## config.mk

```make
export PLATFORM = sky130hd
export DESIGN_NAME = ps2_rx
export DESIGN_NICKNAME = d
export VERILOG_FILES = /design/src/rtl/ps2_rx.sv
export SDC_FILE = /design/constraint.sdc
export NUM_CORES = 1
export LEC_CHECK = 0
export CORE_MARGIN = 8
export CORE_UTILIZATION = 40
export DETAILED_ROUTE_END_ITERATION = 6
export SYNTH_ARGS = -nofsm -noshare
export SYNTH_HDL_FRONTEND = slang
export SYNTH_SLANG_ARGS = --single-unit
```

## constraint.sdc

```tcl
create_clock -name clk -period 5 [get_ports clk]
set_input_delay 1.5 -clock clk [delete_from_list [all_inputs] [get_ports clk]]
set_output_delay 1.5 -clock clk [all_outputs]
set_load 0.02 [all_outputs]
```

## src/rtl/ps2_rx.sv

```systemverilog
// rtl/ps2_rx.sv - PS/2 frame receiver: synchronise, de-glitch, deserialise, validate
// Emits each good scan-code byte as a one-cycle strobe and flags discarded frames.
module ps2_rx #(
  parameter int FILTER_LEN  = 8,
  parameter int TIMEOUT_CYC = 5000,
  parameter int TO_W        = 13
) (
  input  logic       clk,
  input  logic       reset_n,
  input  logic       ps2clk,
  input  logic       ps2dat,
  output logic [7:0] rx_data,
  output logic       rx_valid,
  output logic       rx_err,
  output logic       busy
);

  localparam int FW = $clog2(FILTER_LEN + 1);

  typedef enum logic [1:0] {IDLE, DATA, PARITY, STOP} state_t;

  logic          clk_s1, clk_s2, dat_s1, dat_s2;
  logic          clk_f, clk_f_d;
  logic [FW-1:0] filt_cnt;
  logic          fall;

  state_t        state, state_nxt;
  logic [7:0]    sr, sr_nxt;
  logic [2:0]    bitcnt, bitcnt_nxt;
  logic          par_ok, par_ok_nxt;
  logic [TO_W-1:0] to_cnt, to_cnt_nxt;
  logic [7:0]    data_nxt;
  logic          valid_nxt, err_nxt;

  // Filtered clock only follows the synchronised input after a run of FILTER_LEN differing samples.
  always_ff @(posedge clk or negedge reset_n) begin
    if (!reset_n) begin
      clk_s1   <= 1'b1;
      clk_s2   <= 1'b1;
      dat_s1   <= 1'b1;
      dat_s2   <= 1'b1;
      clk_f    <= 1'b1;
      clk_f_d  <= 1'b1;
      filt_cnt <= '0;
    end else begin
      clk_s1  <= ps2clk;
      clk_s2  <= clk_s1;
      dat_s1  <= ps2dat;
      dat_s2  <= dat_s1;
      clk_f_d <= clk_f;
      if (clk_s2 != clk_f) begin
        if (filt_cnt == FW'(FILTER_LEN - 1)) begin
          clk_f    <= clk_s2;
          filt_cnt <= '0;
        end else begin
          filt_cnt <= filt_cnt + 1'b1;
        end
      end else begin
        filt_cnt <= '0;
      end
    end
  end

  assign fall = clk_f_d & ~clk_f;

  always_ff @(posedge clk or negedge reset_n) begin
    if (!reset_n) begin
      state    <= IDLE;
      sr       <= '0;
      bitcnt   <= '0;
      par_ok   <= 1'b0;
      to_cnt   <= '0;
      rx_data  <= 8'h00;
      rx_valid <= 1'b0;
      rx_err   <= 1'b0;
    end else begin
      state    <= state_nxt;
      sr       <= sr_nxt;
      bitcnt   <= bitcnt_nxt;
      par_ok   <= par_ok_nxt;
      to_cnt   <= to_cnt_nxt;
      rx_data  <= data_nxt;
      rx_valid <= valid_nxt;
      rx_err   <= err_nxt;
    end
  end

  always_comb begin
    state_nxt  = state;
    sr_nxt     = sr;
    bitcnt_nxt = bitcnt;
    par_ok_nxt = par_ok;
    to_cnt_nxt = to_cnt;
    data_nxt   = rx_data;
    valid_nxt  = 1'b0;
    err_nxt    = 1'b0;

    if (state == IDLE || fall) begin
      to_cnt_nxt = '0;
    end else if (to_cnt == TO_W'(TIMEOUT_CYC - 1)) begin
      state_nxt  = IDLE;
      err_nxt    = 1'b1;
      to_cnt_nxt = '0;
    end else begin
      to_cnt_nxt = to_cnt + 1'b1;
    end

    // A fall always overrides a coincident timeout.
    if (fall) begin
      case (state)
        IDLE: begin
          if (!dat_s2) begin
            state_nxt  = DATA;
            bitcnt_nxt = '0;
          end
        end
        DATA: begin
          sr_nxt     = {dat_s2, sr[7:1]};
          bitcnt_nxt = bitcnt + 1'b1;
          if (bitcnt == 3'd7) state_nxt = PARITY;
        end
        PARITY: begin
          par_ok_nxt = ^sr ^ dat_s2;
          state_nxt  = STOP;
        end
        STOP: begin
          if (dat_s2 && par_ok) begin
            data_nxt  = sr;
            valid_nxt = 1'b1;
          end else begin
            err_nxt = 1'b1;
          end
          state_nxt = IDLE;
        end
        default: state_nxt = IDLE;
      endcase
    end
  end

  assign busy = (state != IDLE);

endmodule

```

# --- Word-level counts from Yosys, hierarchy flattened ---
# Index checks and enable logic that the tools add are counted.
word_totals:
  out_inout_bits: 11
  input_bits: 4
  word_cells: 60
  reg_bits: 47
classes:
  mux: 20
  add_sub_neg: 3
  bitwise: 3
  n_reduce_logical: 11
  eq_ne: 8
ops:
  columns: ["op", "n"]
  rows:
  - ["$mux 13", 2]
  - ["$add 13x1->13 const B", 1]
  - ["$eq 13x13->1 const B", 1]
  - ["$mux 2", 5]
  - ["$mux 1", 8]
  - ["$mux 4", 2]
  - ["$pmux 2 s4", 1]
  - ["$reduce_xor 8->1", 1]
  - ["$pmux 3 s2", 1]
  - ["$reduce_and 2->1", 3]
  - ["$reduce_and 3->1", 2]
  - ["$add 4x1->4 const B", 1]
  - ["$eq 2x2->1 const B", 2]
  - ["$eq 4x3->1 const B", 1]
  - ["$reduce_bool 2->1", 2]
  - ["$add 3x1->3 const B", 1]
  - ["$eq 3x3->1 const B", 1]
  - ["$mux 3", 1]
  - ["$eq 2x1->1 const B", 1]
  - ["$logic_not 2->1", 1]
  - ["$ne 2x2->1 const B", 1]
  - ["$and 1x1->1", 1]
  - ["$logic_and 1x1->1", 1]
  - ["$logic_or 1x1->1", 1]
  - ["3 further kinds", 3]

# --- Depth between registers and ports, before layout ---
depth:
  word_depth: 7
  ltp_mapped: 6
  mapped_depth_nobuf: 5

# --- Worst setup path before layout ---
# Ideal clock, no wire load.
synth_path:
  path_type: "reg-to-output"
  startpoint: "register state[1]"
  endpoint: "output busy"
  arrival_ns: 0.772
  path_slack_ns: 2.728
  path_buffers: 0
  t_required_ns: 3.500
  stages_incl_launch_ff: 2
  cell_sequence: "dfrtp_1 > or2_2"
synth_between:
  elab_chain_len: 1
synth_rtl:
  columns: ["item", "line", "source"]
  rows:
  - ["from (decl)", "27", "state_t state, state_nxt;"]
  - ["from (signal assigned)", "77", "state <= state_nxt;"]
  - ["$reduce_bool 2->1", "140", "assign busy = (state != IDLE);"]
  - ["to (decl)", "15", "output logic busy"]
# No other way between the ends.

# --- Final worst setup path ---
# Ends and elaborated chain as after synthesis.

==> results.json <==
{
  "status": "finished clean",
  "crit_family": "buffers and inverters",
  "die_width_um": 87.4,
  "area_delta_synth_final_pct": 13.9,
  "antenna_found_initial": 0,
  "ant_nets": 0,
  "yosysUniqueCellTypes": 32,
  "fin_setup_tns_ns": 0,
  "met2_usage_pct": 16.0,
  "path_cells": "or2_2 > clkdlybuf4s50_1",
  "worst_hold_path_type": "reg2reg",
  "p_total_w": 0.000864,
  "dieHeight_um": 87.4,
  "row_count": 26,
  "drc": 0,
  "post-place-ws_ns": 2.20,
  "seq_area_frac_synth_pct": 58.1,
  "r2r_start": "clk_f_d",
  "path_depth": 2,
  "core_area_mm2": 0.00501,
  "ys_warn_count": 0,
  "end_kind": "primary output",
  "ctsHoldBuffers": 0,
  "ir_drop_mv": 0.160,
  "ctsResizeCount": 0,
  "min_from": "clk_s1",
  "synth-seq-cells": 47,
  "first_pass_iters": 4,
  "clockBufferDepth": 2,
  "drive_gt1_share_pct": 20.8,
  "cts_num_sinks": 47,
  "routed_wl_um": 3280,
  "rsz0062_at_grt": "no",
  "fmax_ghz": 0.322,
  "reg2reg_depth": 3,
  "p_leak_nw": 1.00,
  "worstPathMaxFanout": 7,
  "drv_slew": 0,
  "layout_min_cycle_time_ns": 3.11,
  "fin_hold_ws_ns": 0.359,
  "clk_pin_slew_ns": 0.08,
  "slew_headroom_pct": 32.7,
  "powerDensity_mw_per_mm2": 372,
  "grt_pass1_vias": 1327,
  "setup_violations": 0,
  "die-area_mm2": 0.00763,
  "nNetsFinal": 190,
  "syn_inst": 164,
  "crit_required_ns": 3.50,
  "synth.avg_cell_area_um2": 12.4,
  "reg2reg_to": "sr[2]",
  "ios": 15,
  "grtUsageTotal_pct": 10.1,
  "grt_max_degree": 48,
  "worstPathArrival_ns": 1.61,
  "max_cap_violations": 0,
  "start_util_pct": 40.7,
  "worstMarginPinSlew_ns": 1.01,
  "path_buf_inv": 1,
  "clk_latency_ns": 0.29,
  "slowest_delay_ns": 0.55,
  "async_reset_ff_share_pct": 100,
  "ys.flop_type": "dfrtp_1",
  "worstHoldPathCells": 0,
  "cp-start-kind": "flop",
  "setup.worst_path.class": "reg2out",
  "grt_overflow": 0,
  "via_per_inst": 4.85,
  "startpoint": "state[1]",
  "num_vias": 1228,
  "slowest_stage": "clkdlybuf4s50_1",
  "wire_per_inst_um": 13.0,
  "dpl.hpwl_um": 2240,
  "synthesis.nets": 172,
  "post_dp_cell_area_mm2": 0.00224,
  "numCtsBuffers": 5,
  "cts_tree": "built",
  "grt_pass1_wl_um": 6020,
  "regToRegSetupSlack_ns": 3.07,
  "use_met3_pct": 2.83,
  "synth_edf_count": 0,
  "hold_viol_final": 0,
  "post-cts-setup-buffers": 0,
  "grt-busiest-layer": "met2",
  "fin_skew_ns": 0.00654,
  "synth_area_mm2": 0.00204,
  "htreeDepth": 2,
  "port_buffers": 14,
  "fill_cells": 474,
  "met1_usage_pct": 11.7,
  "antenna_cells": 0,
  "period_share_pct": 62.2,
  "fin_area_mm2": 0.00232,
  "cp-endpoint": "busy",
  "finalWorstSetupSlack_ns": 1.89,
  "root_buffer": "clkbuf_8",
  "drtIter0Drc": 107,
  "place.gp.congestion": 0.785
}
==> layout make-up <==
cell class | count | area [um2] | share of cell area [%]
Clock buffer | 7 | 76.3 | 3.29
Clock inverter | 1 | 5.00 | 0.216
Inverter | 3 | 11.3 | 0.485
Multi-Input combinational cell | 111 | 822 | 35.4
Sequential cell | 47 | 1180 | 51.0
Tap cell | 70 | 87.6 | 3.77
Timing Repair Buffer | 14 | 135 | 5.82
==> power by group <==
part	switching (W)	internal, W	total (W)
clock network	0.000117	0.0000982	0.000215
logic	0.0000926	0.0000859	0.000179
registers	0.0000411	0.000429	0.000470
==> state kept, by name, indices dropped and copies added, names as in the netlist, 2 cells and up <==
name	flops
to_cnt	13
rx_data	8
sr	8
filt_cnt	4
bitcnt	3
state	2
==> layer usage <==
layer / share of wire [%] / wire [um] / vias up
li1: - / - / 599
met3: 3.5 / 114 / 7
met2: 47 / 1540 / 19
met5: 0 / 0 / -
met1: 48 / 1560 / 603
met4: 2.0 / 65 / 0
==> through the flow <==
stage	instances	utilization, %
floorplan	164	-
global placement	245	44.7
detailed placement	245	44.7
CTS	253	46.3
global route	253	46.3
finish	253	46.3
==> cell families (layout without fill, tap and decap cells) <==
family                   count (synthesis)  after routing  synth area share (%)
AND/OR/NAND/NOR                         57             57                  14.7
flip-flops                              47             47                  58.1
XOR/XNOR                                20             20                  9.28
multiplexers                            19             19                  10.5
AO/OA/AOI/OAI                           11             11                  3.38
buffers and inverters                    6             25                  1.54
adder cells (fa/ha/maj)                  4              4                  2.46
==> how the worst min path moves through the flow <==
stage,end,slack (ns)
6_report,clk_s2,0.36
5_1_grt,clk_s2,0.36
4_1_cts,clk_s2,0.36
3_5_place_dp,clk_s2,0.35
3_3_place_gp,clk_s2,0.35
2_1_floorplan,clk_s2,0.35
==> synthesized netlist by cell type (2+ instances only) <==
cell | number | area (um2)
dfrtp_1 | 41 | 1030
nand2_1 | 7 | 26.3
nand3b_1 | 2 | 15.0
xor2_1 | 2 | 17.5
inv_1 | 3 | 11.3
dfstp_2 | 6 | 158
ha_1 | 4 | 50.1
nand3_1 | 7 | 35.0
nor2_1 | 21 | 78.8
o21ai_0 | 3 | 15.0
a21oi_1 | 4 | 20.0
nor3_1 | 7 | 35.0
mux2_2 | 19 | 214
a22o_1 | 2 | 17.5
nand4_1 | 3 | 18.8
xnor2_1 | 17 | 149
==> cells in the final DEF, fill, tap and decap left out, types with 2 or more instances in the layout <==
master	netlist	routed
a21oi_1	4	4
a22o_1	2	2
clkbuf_1	1	2
clkbuf_8	0	5
clkdlybuf4s50_1	0	13
dfrtp_1	41	41
dfstp_2	6	6
ha_1	4	4
inv_1	3	3
mux2_2	19	19
nand2_1	7	7
nand3_1	7	7
nand3b_1	2	2
nand4_1	3	3
nor2_1	21	21
nor3_1	7	7
o21ai_0	3	3
xnor2_1	17	17
xor2_1	2	2
Power figures use the tool's default switching activity.
